## src/rtl/mem_stage.sv

```systemverilog
// MEM pipeline stage: latches one EX instruction, runs its data-SRAM access, registers the MEM/WB bundle.
// Latency: non-memory ops 1 cycle (push at accept edge); loads/stores push at the data_ok edge.
// Backpressure: allowin_MEM drops while a memory access is outstanding; WB never stalls.
//
// Ports:
//   clk, reset           - rising-edge clock, synchronous active-low reset
//   *_EX_MEM / allowin   - EX -> MEM instruction bundle with valid/allowin handshake
//   data_*               - SRAM-like request channel (req/addr_ok) and response (data_ok/rdata)
//   *_MEM_WB             - registered MEM -> WB bundle, valid for one cycle per instruction
module mem_stage (
    input  logic        clk,
    input  logic        reset,
    input  logic        valid_EX_MEM,
    output logic        allowin_MEM,
    input  logic        MemRead_EX_MEM,
    input  logic        MemWrite_EX_MEM,
    input  logic [2:0]  LoadType_EX_MEM,
    input  logic [1:0]  StoreType_EX_MEM,
    input  logic        MemToReg_EX_MEM,
    input  logic [3:0]  RegWrite_EX_MEM,
    input  logic [1:0]  MFHL_EX_MEM,
    input  logic [4:0]  RegWaddr_EX_MEM,
    input  logic [31:0] ALUResult_EX_MEM,
    input  logic [31:0] PC_EX_MEM,
    input  logic [31:0] MemWdata_EX_MEM,
    input  logic [31:0] HI_EX_MEM,
    input  logic [31:0] LO_EX_MEM,
    output logic        data_req,
    output logic        data_wr,
    output logic [1:0]  data_size,
    output logic [31:0] data_addr,
    output logic [31:0] data_wdata,
    input  logic        data_addr_ok,
    input  logic        data_data_ok,
    input  logic [31:0] data_rdata,
    output logic        valid_MEM_WB,
    output logic        MemToReg_MEM_WB,
    output logic [3:0]  RegWrite_MEM_WB,
    output logic [1:0]  MFHL_MEM_WB,
    output logic [4:0]  RegWaddr_MEM_WB,
    output logic [31:0] ALUResult_MEM_WB,
    output logic [31:0] PC_MEM_WB,
    output logic [31:0] MemRdata_MEM_WB,
    output logic [31:0] HI_MEM_WB,
    output logic [31:0] LO_MEM_WB
);

    typedef enum logic [1:0] {
        S_IDLE = 2'd0,
        S_ADDR = 2'd1,
        S_DATA = 2'd2
    } state_t;

    state_t state_q, state_d;

    // Instruction latch: held constant for the whole memory access.
    logic        mem_read_q;
    logic        mem_write_q;
    logic [2:0]  load_type_q;
    logic [1:0]  store_type_q;
    logic        mem_to_reg_q;
    logic [3:0]  reg_write_q;
    logic [1:0]  mfhl_q;
    logic [4:0]  waddr_q;
    logic [31:0] alu_q;
    logic [31:0] pc_q;
    logic [31:0] wdata_q;
    logic [31:0] hi_q;
    logic [31:0] lo_q;

    // MEM/WB output registers.
    logic        wb_vld_q,        wb_vld_d;
    logic        wb_mem_to_reg_q, wb_mem_to_reg_d;
    logic [3:0]  wb_reg_write_q,  wb_reg_write_d;
    logic [1:0]  wb_mfhl_q,       wb_mfhl_d;
    logic [4:0]  wb_waddr_q,      wb_waddr_d;
    logic [31:0] wb_alu_q,        wb_alu_d;
    logic [31:0] wb_pc_q,         wb_pc_d;
    logic [31:0] wb_rdata_q,      wb_rdata_d;
    logic [31:0] wb_hi_q,         wb_hi_d;
    logic [31:0] wb_lo_q,         wb_lo_d;

    logic        transfer;
    logic        is_mem_in;
    logic        push_alu;
    logic        push_mem;
    logic        is_load_q;
    logic [7:0]  ld_byte;
    logic [15:0] ld_half;
    logic [31:0] load_fmt;

    assign transfer  = valid_EX_MEM & allowin_MEM;
    assign is_mem_in = MemRead_EX_MEM | MemWrite_EX_MEM;
    // Non-memory ops bypass the latch and go straight into the WB register.
    assign push_alu  = transfer & ~is_mem_in;
    // A store flagged as both read and write is treated as a store.
    assign is_load_q = mem_read_q & ~mem_write_q;

    // ------------------------------------------------------------------
    // FSM
    // ------------------------------------------------------------------
    always_ff @(posedge clk) begin
        if (!reset) begin
            state_q <= S_IDLE;
        end else begin
            state_q <= state_d;
        end
    end

    always_comb begin
        state_d     = state_q;
        allowin_MEM = 1'b0;
        data_req    = 1'b0;
        push_mem    = 1'b0;
        case (state_q)
            S_IDLE: begin
                allowin_MEM = 1'b1;
                // data_data_ok is deliberately ignored here: responses to an
                // access abandoned by reset must not produce a push.
                if (valid_EX_MEM && is_mem_in) begin
                    state_d = S_ADDR;
                end
            end
            S_ADDR: begin
                data_req = 1'b1;
                if (data_addr_ok) begin
                    if (data_data_ok) begin
                        push_mem = 1'b1;
                        state_d  = S_IDLE;
                    end else begin
                        state_d  = S_DATA;
                    end
                end
            end
            S_DATA: begin
                if (data_data_ok) begin
                    push_mem = 1'b1;
                    state_d  = S_IDLE;
                end
            end
            default: begin
                state_d = S_IDLE;
            end
        endcase
    end

    // ------------------------------------------------------------------
    // Instruction latch
    // ------------------------------------------------------------------
    always_ff @(posedge clk) begin
        if (!reset) begin
            mem_read_q   <= 1'b0;
            mem_write_q  <= 1'b0;
            load_type_q  <= 3'd0;
            store_type_q <= 2'd0;
            mem_to_reg_q <= 1'b0;
            reg_write_q  <= 4'd0;
            mfhl_q       <= 2'd0;
            waddr_q      <= 5'd0;
            alu_q        <= 32'd0;
            pc_q         <= 32'd0;
            wdata_q      <= 32'd0;
            hi_q         <= 32'd0;
            lo_q         <= 32'd0;
        end else if (transfer) begin
            mem_read_q   <= MemRead_EX_MEM;
            mem_write_q  <= MemWrite_EX_MEM;
            load_type_q  <= LoadType_EX_MEM;
            store_type_q <= StoreType_EX_MEM;
            mem_to_reg_q <= MemToReg_EX_MEM;
            reg_write_q  <= RegWrite_EX_MEM;
            mfhl_q       <= MFHL_EX_MEM;
            waddr_q      <= RegWaddr_EX_MEM;
            alu_q        <= ALUResult_EX_MEM;
            pc_q         <= PC_EX_MEM;
            wdata_q      <= MemWdata_EX_MEM;
            hi_q         <= HI_EX_MEM;
            lo_q         <= LO_EX_MEM;
        end
    end

    // ------------------------------------------------------------------
    // SRAM request encoding (driven from the latch, so stable until addr_ok)
    // ------------------------------------------------------------------
    assign data_wr   = mem_write_q;
    assign data_addr = alu_q;

    always_comb begin
        data_size  = 2'd2;
        data_wdata = wdata_q;
        if (mem_write_q) begin
            // Replicate the low-aligned store data into every lane so the
            // SRAM picks the right bytes from the address alone.
            case (store_type_q)
                2'd1: begin
                    data_size  = 2'd0;
                    data_wdata = {4{wdata_q[7:0]}};
                end
                2'd2: begin
                    data_size  = 2'd1;
                    data_wdata = {2{wdata_q[15:0]}};
                end
                default: begin
                    data_size  = 2'd2;
                    data_wdata = wdata_q;
                end
            endcase
        end else begin
            case (load_type_q)
                3'd1, 3'd2: data_size = 2'd0;
                3'd3, 3'd4: data_size = 2'd1;
                default:    data_size = 2'd2;
            endcase
        end
    end

    // ------------------------------------------------------------------
    // Load alignment / extension
    // ------------------------------------------------------------------
    always_comb begin
        case (alu_q[1:0])
            2'd0:    ld_byte = data_rdata[7:0];
            2'd1:    ld_byte = data_rdata[15:8];
            2'd2:    ld_byte = data_rdata[23:16];
            default: ld_byte = data_rdata[31:24];
        endcase
        // Misaligned halves are not trapped here; addr[1] alone picks the half.
        ld_half = alu_q[1] ? data_rdata[31:16] : data_rdata[15:0];
        case (load_type_q)
            3'd1:    load_fmt = {{24{ld_byte[7]}}, ld_byte};
            3'd2:    load_fmt = {24'd0, ld_byte};
            3'd3:    load_fmt = {{16{ld_half[15]}}, ld_half};
            3'd4:    load_fmt = {16'd0, ld_half};
            default: load_fmt = data_rdata;
        endcase
    end

    // ------------------------------------------------------------------
    // MEM/WB register
    // ------------------------------------------------------------------
    always_comb begin
        wb_vld_d        = push_alu | push_mem;
        wb_mem_to_reg_d = wb_mem_to_reg_q;
        wb_reg_write_d  = wb_reg_write_q;
        wb_mfhl_d       = wb_mfhl_q;
        wb_waddr_d      = wb_waddr_q;
        wb_alu_d        = wb_alu_q;
        wb_pc_d         = wb_pc_q;
        wb_rdata_d      = wb_rdata_q;
        wb_hi_d         = wb_hi_q;
        wb_lo_d         = wb_lo_q;
        if (push_alu) begin
            wb_mem_to_reg_d = MemToReg_EX_MEM;
            wb_reg_write_d  = RegWrite_EX_MEM;
            wb_mfhl_d       = MFHL_EX_MEM;
            wb_waddr_d      = RegWaddr_EX_MEM;
            wb_alu_d        = ALUResult_EX_MEM;
            wb_pc_d         = PC_EX_MEM;
            wb_rdata_d      = 32'd0;
            wb_hi_d         = HI_EX_MEM;
            wb_lo_d         = LO_EX_MEM;
        end else if (push_mem) begin
            wb_mem_to_reg_d = mem_to_reg_q;
            wb_reg_write_d  = is_load_q ? reg_write_q : 4'd0;
            wb_mfhl_d       = mfhl_q;
            wb_waddr_d      = waddr_q;
            wb_alu_d        = alu_q;
            wb_pc_d         = pc_q;
            wb_rdata_d      = is_load_q ? load_fmt : 32'd0;
            wb_hi_d         = hi_q;
            wb_lo_d         = lo_q;
        end
    end

    always_ff @(posedge clk) begin
        if (!reset) begin
            wb_vld_q        <= 1'b0;
            wb_mem_to_reg_q <= 1'b0;
            wb_reg_write_q  <= 4'd0;
            wb_mfhl_q       <= 2'd0;
            wb_waddr_q      <= 5'd0;
            wb_alu_q        <= 32'd0;
            wb_pc_q         <= 32'd0;
            wb_rdata_q      <= 32'd0;
            wb_hi_q         <= 32'd0;
            wb_lo_q         <= 32'd0;
        end else begin
            wb_vld_q        <= wb_vld_d;
            wb_mem_to_reg_q <= wb_mem_to_reg_d;
            wb_reg_write_q  <= wb_reg_write_d;
            wb_mfhl_q       <= wb_mfhl_d;
            wb_waddr_q      <= wb_waddr_d;
            wb_alu_q        <= wb_alu_d;
            wb_pc_q         <= wb_pc_d;
            wb_rdata_q      <= wb_rdata_d;
            wb_hi_q         <= wb_hi_d;
            wb_lo_q         <= wb_lo_d;
        end
    end

    assign valid_MEM_WB     = wb_vld_q;
    // Fields hold between pushes, but write enables must not leak into WB.
    assign RegWrite_MEM_WB  = wb_vld_q ? wb_reg_write_q : 4'd0;
    assign MemToReg_MEM_WB  = wb_mem_to_reg_q;
    assign MFHL_MEM_WB      = wb_mfhl_q;
    assign RegWaddr_MEM_WB  = wb_waddr_q;
    assign ALUResult_MEM_WB = wb_alu_q;
    assign PC_MEM_WB        = wb_pc_q;
    assign MemRdata_MEM_WB  = wb_rdata_q;
    assign HI_MEM_WB        = wb_hi_q;
    assign LO_MEM_WB        = wb_lo_q;

endmodule

```

## config.mk

```make
export PLATFORM = sky130hd
export DESIGN_NAME = mem_stage
export DESIGN_NICKNAME = d
export VERILOG_FILES = /design/src/rtl/mem_stage.sv
export SDC_FILE = /design/constraint.sdc
export NUM_CORES = 1
export LEC_CHECK = 0
export ABC_CLOCK_PERIOD_IN_PS = 3600
export BUFFER_PORTS_ARGS = -buffer_cell sky130_fd_sc_hd__buf_2
export CAP_MARGIN = 10
export CORE_AREA = 2 2 180 182
export DETAILED_ROUTE_END_ITERATION = 6
export DIE_AREA = 0 0 182 184
export PLACE_DENSITY = 0.77
export SLEW_MARGIN = 5
export SYNTH_ARGS = -nofsm -noshare
export SYNTH_HDL_FRONTEND = slang
export SYNTH_SLANG_ARGS = --single-unit
```

## constraint.sdc

```tcl
create_clock -name clk -period 3.6 [get_ports clk]
set_input_delay 0.72 -clock clk [delete_from_list [all_inputs] [get_ports clk]]
set_output_delay 0.72 -clock clk [all_outputs]
set_load 0.02 [all_outputs]
```

Word level (Yosys, flattened, before mapping):

Cells that the tools add are included.

* eq/ne operators: 13
* mux-type cells: 37
* bitwise operators: 8
* reduce and logical (&&, ||, !) cells: 8

Operator list (count)
* $mux W32: 10
* $pmux W32 S4: 1
* $pmux W32 S2: 1
* $pmux W8 S3: 1
* $mux W16: 1
* $mux W4: 4
* $mux W2: 7
* $mux W5: 2
* $pmux W2 S2: 2
* $eq A2 B1 Y1 const B: 3
* $eq A2 B2 Y1 const B: 3
* $eq A3 B2 Y1 const B: 2
* $mux W1: 6
* $ne A2 B2 Y1 const B: 3
* $pmux W2 S3: 1
* $reduce_or A2 Y1: 3
* $logic_not A2 Y1: 2
* $and A1 B1 Y1: 3
* $eq A3 B1 Y1 const B: 1
* $eq A3 B3 Y1 const B: 1
* $not A1 Y1: 3
* $reduce_and A3 Y1: 1
* $or A1 B1 Y1: 2
* $pmux W1 S2: 1
* other kinds (2): 2

* flip-flop bits (word level): 354
* input port bits: 216
* output and inout port bits: 242
* word-level logic and storage cells: 90

Longest topological paths before layout:

Gate-level depths: netlist (run 1).

* word-level depth: 5
* mapped depth: 10
* depth with buffers taken out: 7

Least setup slack after synthesis (run 1):

OpenSTA, ideal clock, no wires.

* path kind: reg2out
* start: register store_type_q[0]
* end: output data_size[1]
* data arrival time: 1796 ps
* data required time: 2880 ps
* setup slack: 1084 ps
* cell stages (with the launch flop): 7
* path buffers: 2
* path through: dfxtp_1 > inv_1 > ha_1 > nand2b_1 > clkbuf_1 > clkbuf_1 > a21boi_0

* longest elaborated chain between the ends: 3
* elaborated cells on any way between the ends: 4
* those cells by class: eq/ne: 2; mux: 2

Ends and longest elaborated chain
* from (decl): RTL line 60 `logic [1:0] store_type_q;`
* from (signal assigned): RTL line 169 `store_type_q <= StoreType_EX_MEM;`
* $eq A2 B2 Y1 or $eq A2 B1 Y1 (tied branches): RTL line 194 `case (store_type_q)`
* $pmux W2 S2 (*): RTL line 194
* $mux W2 (*): RTL line 191 `if (mem_write_q) begin`
* to (decl): RTL line 30 `output logic [1:0] data_size,`

Every way passes the cells marked *; elsewhere a longest branch is shown, timed or not.

Worst setup path in the final report (run 1):

* start: register store_type_q[0]
* end: output data_wdata[13]

* longest elaborated chain between the ends: 3
* elaborated cells on any way between the ends: 4
* those cells by class: eq/ne: 2; mux: 2

Ends and longest elaborated chain
* $eq A2 B2 Y1 or $eq A2 B1 Y1 (tied branches): RTL line 194
* $pmux W32 S2 (*): RTL line 194
* $mux W32 (*): RTL line 191
* to (decl): RTL line 32 `output logic [31:0] data_wdata,`

Marked as above.

==> flow_metrics.env, run 1 <==
export IMPL_status="completed"
export IMPL_hp_class="in -> reg"
export IMPL_place_gp_congestion=0.927
export IMPL_path_cells="inv_1 -> ha_1 -> nand2b_1 -> nor2_1 -> a22o_1 -> buf_2"
export IMPL_antenna_found_initial=15
export IMPL_cts_setup_buffers=0
export IMPL_tns_ns=0
export IMPL_slowest_stage="nor2_1"
export IMPL_path_class="reg -> out"
export IMPL_final_antenna_net_count=0
export IMPL_avgViaCountPerCell=5.57
export IMPL_die_y_um=184
export IMPL_period_share=0.915
export IMPL_syn_area_per_cell_um2=8.20
export IMPL_r2r_cells=8
export IMPL_r2r_start="state_q[1]"
export IMPL_setup_slack_ns=0.306
export IMPL_route_met2_wl_mm=22.8
export IMPL_seqCellArea_um2=7090
export IMPL_max_stage_delay_ns=0.54
export IMPL_stdcell_count=2679
export IMPL_cts_buffers=38
export IMPL_port_buffers=457
export IMPL_yosysUniqueCellTypes=57
export IMPL_critical_path_arrival_ns=2.57
export IMPL_clkSinkCount=354
export IMPL_cts_resized=0
export IMPL_peakVddDrop_uv=671
export IMPL_rsz0062_at_grt="no"
export IMPL_maxCapViolations=0
export IMPL_grt_max_degree=189
export IMPL_pre_cts_ws_ns=0.853
export IMPL_h_tree_depth=2
export IMPL_yosysWarnings=0
export IMPL_synth_seq_cells=354
export IMPL_hold_end="wdata_q[22]"
export IMPL_dp_cells=2600
export IMPL_slew_limit_headroom=0.348
export IMPL_clockRootBuffer="clkbuf_16"
export IMPL_synth_main_ff_cell="dfxtp_1"
export IMPL_die_x_um=182
export IMPL_nets=2460
export IMPL_clockBufferDepth=3
export IMPL_multi_input_area_um2=7700
export IMPL_via_count=14900
export IMPL_p_leak_nw=9.53
export IMPL_place_hpwl_mm=31.2
export IMPL_path_max_fanout=15
export IMPL_synthesis_instances=1895
export IMPL_final_cell_area_um2=19100
export IMPL_mappedNetlistArea_um2=15500
export IMPL_drc_errors=0
export IMPL_start_util=0.495
export IMPL_synth_nets=2117
export IMPL_setup_viol=0
export IMPL_dpl_cell_area_um2=17900
export IMPL_wl_met3_mm=4.02
export IMPL_drv_slew=0
export IMPL_synth_top_cell_by_area="dfxtp_1"
export IMPL_grt_pass1_vias=13900
export IMPL_clk_latency_ns=0.52
export IMPL_hold_viol_final=0
export IMPL_drive_above_1_share=0.253
export IMPL_cp_top_family="simple AND/OR/NAND/NOR gates"
export IMPL_critPathLaunchType="flip-flop"
export IMPL_num_rows=65
export IMPL_clk_pin_slew_ns=0.06
export IMPL_hp_start="MemWdata_EX_MEM[22]"
export IMPL_synthTopCellsByArea="dfxtp_1, nand2_1, o211a_1, a21boi_0, nand3_1"
export IMPL_die_area_um2=33500
export IMPL_top_layer="met5"
export IMPL_drt_first_pass_iters=5
export IMPL_p_per_area_nw_per_um2=520
export IMPL_fin_util=0.609
export IMPL_cts_tree="done"
export IMPL_wl_met1_mm=18.6
export IMPL_grt_pass1_wl_mm=73.7
export IMPL_hold_depth=3
export IMPL_worst_pin_slew_ns=0.977
export IMPL_worstPathRequired_ns=2.88
export IMPL_yosysSeqAreaShare=0.456
export IMPL_overflow=0
export IMPL_avgRoutedWirePerCell_um=17.8
export IMPL_fmax_ghz=0.304
export IMPL_ctsHoldBuffers=0
export IMPL_crit_path_end_kind="output port"
export IMPL_fin_worst_skew_ns=0.0215
export IMPL_synth_edf_count=0
export IMPL_drt_iter0_markers=1175
export IMPL_period_minus_slack_ns=3.29
export IMPL_yosysTopAreaCellShare=0.456
export IMPL_most_common_layout_cells="nand2_1, buf_2, dfxtp_1"
export IMPL_io_pins=458
export IMPL_final_common_cell="nand2_1"
export IMPL_r2r_end="PC_MEM_WB[24]"
export IMPL_core_area_um2=31400
export IMPL_wl_mm=47.6
export IMPL_r2r_slack_ns=1.00
export IMPL_postSynth_asyncResetShare=0
export IMPL_critPathBufInv=2
export IMPL_nFillCells=2806
export IMPL_grt_usage=0.268
export IMPL_syn2layout_area_growth_pct=23.0
[cells in the mapped netlist (2+ instances only)]
| cell type | instances |
|---|---|
| nand3b_1 | 3 |
| ha_1 | 6 |
| clkbuf_1 | 119 |
| nor2b_1 | 4 |
| buf_2 | 34 |
| a21boi_0 | 181 |
| a21oi_2 | 10 |
| and2_1 | 5 |
| a221o_1 | 2 |
| a21oi_1 | 9 |
| o211ai_1 | 20 |
| o22ai_1 | 6 |
| nor2_4 | 2 |
| buf_1 | 6 |
| mux2_2 | 2 |
| o211ai_2 | 10 |
| or3b_2 | 2 |
| a22o_1 | 16 |
| nand4b_1 | 7 |
| a221oi_1 | 7 |
| buf_4 | 9 |
| a22oi_1 | 10 |
| o211a_1 | 140 |
| nor2_1 | 14 |
| a21o_1 | 2 |
| nor2_2 | 2 |
| nand2_1 | 693 |
| dfxtp_1 | 354 |
| mux2i_1 | 10 |
| nand3_1 | 147 |
| nor3b_1 | 2 |
| buf_6 | 4 |
| a211oi_1 | 7 |
| o21ai_0 | 21 |
| inv_1 | 7 |
[flip-flops by register name (all words and copies together), names as in the netlist, 32 cells and up]
signal,flops
ALUResult_MEM_WB,32
HI_MEM_WB,32
LO_MEM_WB,32
MemRdata_MEM_WB,32
PC_MEM_WB,32
data_addr,32
hi_q,32
lo_q,32
pc_q,32
wdata_q,32
[logic make-up after synthesis]
family,after synthesis,synth area share
compound gates,448,0.240
xor+xnor,2,0.00161
fa+ha+maj,6,0.00483
mux,12,0.00789
simple gates,893,0.239
buf+inv,180,0.0510
flops,354,0.456
[stage by stage]
step	total power, mW	hold WS [ns]
finish	9.95	0.453
detailed placement	6.20	0.445
floorplan	5.58	0.440
global placement	6.14	0.434
global route	10.4	0.444
CTS	10.0	0.433
[worst min-delay path, delay by kind of cell]
family	cells	cell delay, ns
AOI/OAI and AO/OA	1	0.06
buffers and inverters	1	0.09
and+or+nand+nor	1	0.04
[layout make-up]
type,instances,area share
antenna,12,0.00157
clock buffer,56,0.0593
clock inverter,11,0.00452
inverter,7,0.00138
multi-input combinational,1361,0.403
sequential,354,0.371
tap,402,0.0263
timing repair buffer,476,0.133
[worst max-delay path by stage]
| stage | startpoint | endpoint | slack (ns) | depth (start not counted) |
|---|---|---|---|---|
| floorplan | store_type_q[0] | data_size[1] | 1.08 | 6 |
| global placement | store_type_q[0] | data_wdata[13] | 0.99 | 6 |
| detailed placement | store_type_q[0] | data_wdata[13] | 0.85 | 6 |
| CTS | store_type_q[0] | data_wdata[13] | 0.32 | 6 |
| global route | store_type_q[0] | data_wdata[13] | 0.18 | 6 |
| finish | store_type_q[0] | data_wdata[13] | 0.31 | 6 |
[metal layers]
layer | vias up | track usage
li1 | 7160 | -
met1 | 6983 | 0.325
met2 | 628 | 0.441
met3 | 153 | 0.0709
met4 | 8 | 0.137
met5 | - | 0
[power by group]
part           switching (mW)  total, mW  internal [mW]
Combinational            1.12       1.73          0.609
Clock                    1.56       3.81           2.25
Sequential              0.188       4.40           4.21
Total                    2.87       9.95           7.07
Note: power is estimated with default switching activity, not from simulation.
==> run 2, diff against run 1 <==
--- a/config.mk
+++ b/config.mk
@@ -13,4 +13,5 @@
 export DIE_AREA = 0 0 182 184
 export PLACE_DENSITY = 0.77
+export SKIP_LAST_GASP = 1
 export SLEW_MARGIN = 5
 export SYNTH_ARGS = -nofsm -noshare
==> constraint.sdc (replaced) <==
create_clock -name clk -period 3.6 [get_ports clk]
set_input_delay 0.18 -clock clk [delete_from_list [all_inputs] [get_ports clk]]
set_output_delay 0.18 -clock clk [all_outputs]
set_load 0.02 [all_outputs]
==> run 2 against run 1 <==
Net effect: clock skew decreased by 0.0063 ns; first-iteration DRC count decreased by 3.9%; cell area increased by 11%; utilization up 6.4 points; combinational power is 12% higher; sequential power is essentially flat; power grew 6.0%; clock-buffer cell count unchanged; setup slack better by 0.49 ns.
==> flow_metrics.env, run 2 (synthesized netlist as in run 1, its figures left out) <==
export IMPL_status="completed"
export IMPL_drt_iter0_markers=1129
export IMPL_h_tree_depth=2
export IMPL_num_rows=65
export IMPL_peakVddDrop_uv=431
export IMPL_grt_most_used_layer="met2"
export IMPL_ctsHoldBuffers=186
export IMPL_cts_resized=0
export IMPL_final_common_cell="nand2_1"
export IMPL_antenna_found_initial=3
export IMPL_overflow=0
export IMPL_start_util=0.495
export IMPL_via_count=15900
export IMPL_die_y_um=184
export IMPL_nets=2647
export IMPL_hold_viol_final=0
export IMPL_seqCellArea_um2=7090
export IMPL_path_max_fanout=18
export IMPL_multi_input_area_um2=7700
export IMPL_drive_above_1_share=0.236
export IMPL_cts_setup_buffers=0
export IMPL_core_area_um2=31400
export IMPL_critPathBufInv=2
export IMPL_fin_util=0.673
export IMPL_rsz0062_at_grt="no"
export IMPL_die_x_um=182
export IMPL_grt_usage=0.292
export IMPL_worst_pin_slew_ns=1.09
export IMPL_clk_pin_slew_ns=0.06
export IMPL_use_met3=0.0781
export IMPL_crit_path_end_kind="output port"
export IMPL_whs_ns=0.0215
export IMPL_wl_mm=51.3
export IMPL_grt_pass1_vias=15500
export IMPL_grt_max_degree=204
export IMPL_grt_util_met1=0.333
export IMPL_most_common_layout_cells="nand2_1, buf_2, dfxtp_1"
export IMPL_worstPathRequired_ns=3.42
export IMPL_avgViaCountPerCell=5.58
export IMPL_p_per_area_nw_per_um2=499
export IMPL_period_minus_slack_ns=2.81
export IMPL_hold_depth=3
export IMPL_clk_latency_ns=0.52
export IMPL_setup_viol=0
export IMPL_hp_start="data_rdata[6]"
export IMPL_avgRoutedWirePerCell_um=18.0
export IMPL_fin_worst_skew_ns=0.0151
export IMPL_tns_ns=0
export IMPL_hold_end="MemRdata_MEM_WB[6]"
export IMPL_power_mw=10.5
export IMPL_cts_tree="done"
export IMPL_die_area_um2=33500
export IMPL_cts_buffers=38
export IMPL_drt_first_pass_iters=6
export IMPL_r2r_start="state_q[0]"
export IMPL_r2r_end="wdata_q[11]"
export IMPL_r2r_slack_ns=1.16
export IMPL_io_pins=458
export IMPL_place_gp_congestion=0.939
export IMPL_cp_top_family="simple AND/OR/NAND/NOR gates"
export IMPL_clockBufferDepth=3
export IMPL_dp_cells=2601
export IMPL_clockRootBuffer="clkbuf_16"
export IMPL_clkSinkCount=354
export IMPL_grt_pass1_wl_mm=80.0
export IMPL_drc_errors=0
export IMPL_critical_path_arrival_ns=2.63
export IMPL_final_antenna_net_count=0
export IMPL_port_buffers=457
export IMPL_max_stage_delay_ns=0.54
export IMPL_drv_slew=0
export IMPL_period_share=0.780
export IMPL_stdcell_count=2857
export IMPL_place_hpwl_mm=31.2
export IMPL_slowest_stage="nor2_1"
export IMPL_fmax_ghz=0.356
export IMPL_hp_class="in -> reg"
export IMPL_nFillCells=2444
export IMPL_slew_limit_headroom=0.274
export IMPL_path_class="reg -> out"
export IMPL_r2r_cells=6
export IMPL_critPathLaunchType="flip-flop"
export IMPL_p_leak_nw=10.4
export IMPL_met2_usage=0.500
export IMPL_maxCapViolations=0
export IMPL_path_cells="inv_1 -> ha_1 -> nand2b_1 -> nor2_1 -> a22o_1 -> buf_2"
export IMPL_syn2layout_area_growth_pct=35.9
[run 2: cell types whose count changed in the layout (fill, tap and decap cells not counted)]
cell           previous run  this run
buf_12                    8         9
bufinv_16                 1         5
clkbuf_1                 10         5
clkbuf_8                  6        11
clkinv_2                  8         5
clkinvlp_4                1         0
diode_2                  12         3
dlygate4sd3_1             0       186
[run 2: cell type report]
cell class | instances | share of cell area
Inverter | 7 | 0.00124
Multi-Input combinational cell | 1361 | 0.365
Clock buffer | 56 | 0.0560
Clock inverter | 11 | 0.00871
Sequential cell | 354 | 0.336
Antenna cell | 3 | 0.000356
Timing Repair Buffer | 663 | 0.209
Tap cell | 402 | 0.0238
[run 2: metrics by stage]
stage               instance area, µm²  setup WS [ns]
floorplan                        15500           1.62
global placement                 17900           1.37
detailed placement               17900           1.30
CTS                              21100          0.821
global route                     21100          0.611
finish                           21100          0.794
[run 2: how the worst max path moves through the flow]
| stage | start | to | slack [ns] | cells after the start |
|---|---|---|---|---|
| final | store_type_q[0] | data_wdata[13] | 0.79 | 6 |
| after global routing | store_type_q[0] | data_wdata[13] | 0.61 | 6 |
| after CTS | store_type_q[0] | data_wdata[13] | 0.82 | 6 |
| after detailed placement | state_q[0] | wdata_q[4] | 1.30 | 6 |
| after global placement | state_q[1] | MemRdata_MEM_WB[8] | 1.37 | 7 |
| after floorplan | store_type_q[0] | data_size[1] | 1.62 | 6 |
[run 2: worst min-delay path, cell delays in order]
cell,delay (ns)
buf_2,0.11
o211ai_1,0.10
o21ai_1,0.12
[run 2: power breakdown]
| part | switching [mW] | total [mW] | internal (mW) | leakage (nW) |
|---|---|---|---|---|
| clock | 1.57 | 4.20 | 2.63 | 0.677 |
| sequential | 0.193 | 4.40 | 4.21 | 2.89 |
| combinational | 1.19 | 1.93 | 0.746 | 6.82 |
| total | 2.95 | 10.5 | 7.59 | 10.4 |
[run 2: per-layer routing]
| layer | routed length [µm] | part of all wire |
|---|---|---|
| met2 | 24700 | 0.48 |
| met1 | 19500 | 0.38 |
| met4 | 2630 | 0.051 |
| met3 | 4470 | 0.087 |
| met5 | 11 | 0.00021 |
==> run 3, diff against run 2 <==
- ABC_AREA: unset -> 1
- ABC_CLOCK_PERIOD_IN_PS: 3600 -> 2800
- CORE_AREA: 2 2 180 182 -> 2 2 179 181
- DIE_AREA: 0 0 182 184 -> 0 0 181 183
- PLACE_DENSITY: 0.77 -> 0.75
- clock period: 3.6 -> 2.8 ns (I/O delays scaled with it)
==> run 3 against run 2 <==
Net effect: utilization decreased by 1.8 points; routed wire length increased by 3.4%; register-to-register slack got worse by 0.66 ns; global-route usage increased by 1.3 points; setup slack got worse by 0.50 ns; sequential power increased by 31%; clock-buffer cell count decreased by 4; cell area decreased by 3.2%; worst hold slack improved by 0.0031 ns; critical endpoint is now data_wdata[19]; largest cell class is now registers; highest routed layer is now met4.
==> flow_metrics.env, run 3 <==
export IMPL_num_rows=65
export IMPL_clk_pin_slew_ns=0.06
export IMPL_worstPathRequired_ns=2.66
export IMPL_h_tree_depth=2
export IMPL_clockBufferDepth=3
export IMPL_synthesis_instances=2054
export IMPL_synth_seq_cells=354
export IMPL_port_buffers=457
export IMPL_crit_path_end_kind="output port"
export IMPL_core_area_um2=31200
export IMPL_setup_slack_ns=0.297
export IMPL_peakVddDrop_uv=452
export IMPL_synthTopCellsByArea="dfxtp_1, nand2_1, o21ai_0, nor2_1, a21oi_1"
export IMPL_via_count=16500
export IMPL_syn_area_per_cell_um2=7.21
export IMPL_hold_viol_final=0
export IMPL_critPathLaunchType="flip-flop"
export IMPL_synth_main_ff_cell="dfxtp_1"
export IMPL_yosys_top_cells_count="nand2_1, dfxtp_1, o21ai_0, nor2_1, a21oi_1"
export IMPL_most_common_layout_cells="buf_2, nand2_1, dfxtp_1"
export IMPL_fmax_ghz=0.400
export IMPL_die_area_um2=33100
export IMPL_setup_viol=0
export IMPL_syn2layout_area_growth_pct=38.0
export IMPL_grt_pass1_vias=15600
export IMPL_hp_class="in -> reg"
export IMPL_place_gp_congestion=0.981
export IMPL_synth_nets=2276
export IMPL_antenna_found_initial=3
export IMPL_path_class="reg -> out"
export IMPL_pre_cts_ws_ns=0.555
export IMPL_clk_latency_ns=0.53
export IMPL_cts_setup_buffers=0
export IMPL_place_hpwl_mm=32.8
export IMPL_drv_slew=0
export IMPL_start_util=0.474
export IMPL_fin_worst_skew_ns=0.0142
export IMPL_period_minus_slack_ns=2.50
export IMPL_postSynth_asyncResetShare=0
export IMPL_die_y_um=183
export IMPL_clkSinkCount=354
export IMPL_cts_buffers=39
export IMPL_period_share=0.894
export IMPL_drt_first_pass_iters=6
export IMPL_grt_usage=0.305
export IMPL_drive_above_1_share=0.218
export IMPL_avgViaCountPerCell=5.42
export IMPL_final_common_cell="buf_2"
export IMPL_overflow=0
export IMPL_nets=2825
export IMPL_yosysSeqAreaShare=0.478
export IMPL_status="completed"
export IMPL_drt_iter0_markers=1425
export IMPL_slew_limit_headroom=0.364
export IMPL_p_per_area_nw_per_um2=673
export IMPL_final_antenna_net_count=0
export IMPL_maxCapViolations=0
export IMPL_io_pins=458
export IMPL_grt_pass1_wl_mm=82.5
export IMPL_yosysTopAreaCellShare=0.478
export IMPL_yosysWarnings=0
export IMPL_die_x_um=181
export IMPL_critical_path_arrival_ns=2.36
export IMPL_avgRoutedWirePerCell_um=17.5
export IMPL_cts_tree="done"
export IMPL_rsz0062_at_grt="no"
export IMPL_tns_ns=0
export IMPL_worst_pin_slew_ns=0.954
export IMPL_yosysUniqueCellTypes=28
export IMPL_drc_errors=0
export IMPL_yosysMostFrequentCell="nand2_1"
export IMPL_wl_mm=53.1
export IMPL_clockRootBuffer="clkbuf_16"
export IMPL_synth_top_cell_by_area="dfxtp_1"
export IMPL_p_leak_nw=9.35
export IMPL_grt_max_degree=222
export IMPL_mappedNetlistArea_um2=14800
export IMPL_synth_edf_count=0
export IMPL_path_max_fanout=18
## run 3: cells by family after synthesis
family | Yosys count | synth area share
adder cells (fa/ha/maj) | 6 | 0.00507
flip-flops | 354 | 0.478
buffers and inverters | 296 | 0.0814
AND/OR/NAND/NOR | 780 | 0.209
AO/OA/AOI/OAI | 618 | 0.226
## run 3: metrics by stage
| stage | total power [mW] | utilization | hold slack, ns | cells | area (µm²) |
|---|---|---|---|---|---|
| after floorplan | 7.52 | - | 0.283 | 2054 | 14800 |
| after global placement | 8.36 | 0.551 | 0.389 | 2770 | 17200 |
| after detailed placement | 8.43 | 0.551 | 0.397 | 2770 | 17200 |
| after CTS | 13.8 | 0.654 | 0.00347 | 3033 | 20400 |
| after global routing | 14.4 | 0.655 | 0.0245 | 3036 | 20400 |
| final | 13.8 | 0.655 | 0.0246 | 3036 | 20400 |
## run 3: final cells by class
type,count,area [µm²]
Inverter,132,499
Sequential cell,354,7090
Clock inverter,17,184
Timing Repair Buffer,672,4520
Fill cell,2611,10800
Clock buffer,52,1090
Tap cell,402,503
Antenna cell,3,7.51
Multi-Input combinational cell,1404,6560
## run 3: report_power, final
part / switching [mW] / internal [mW]
Combinational: 1.86 / 0.995
Sequential: 0.253 / 5.50
Clock: 2.12 / 3.04
Total: 4.23 / 9.54
## run 3: worst max-delay path: stages, from the launching register on
cell and delay, ns:
dfxtp_1 0.33, inv_1 0.08, ha_2 0.39, nor2_1 0.14
buf_4 0.21, o21ai_1 0.22, o21ai_0 0.26, buf_2 0.22
## run 3: final timing paths
path,from,to,slack (ns),cells after the start
min,data_rdata[8],MemRdata_MEM_WB[8],0.02,5
max reg2reg,state_q[0],MemToReg_MEM_WB,0.50,11
max,store_type_q[0],data_wdata[19],0.30,7
min reg2reg,hi_q[6],hi_q[6],0.45,2
## run 3: per-layer routing
metal,up-vias,track usage,wire length (µm),part of all wire
li1,7890,-,-,-
met1,7618,0.379,21200,0.40
met2,808,0.511,25100,0.47
met3,149,0.0727,4660,0.088
met4,0,0.127,2140,0.040
met5,-,0,0,0
## run 3: what timing repair did
item / 4_1_cts / 5_1_grt
gates resized for setup: 0 / 2
setup endpoints to repair: 0 / 8
endpoints found under the hold margin: 325 / 0
hold buffers: 194 / 0
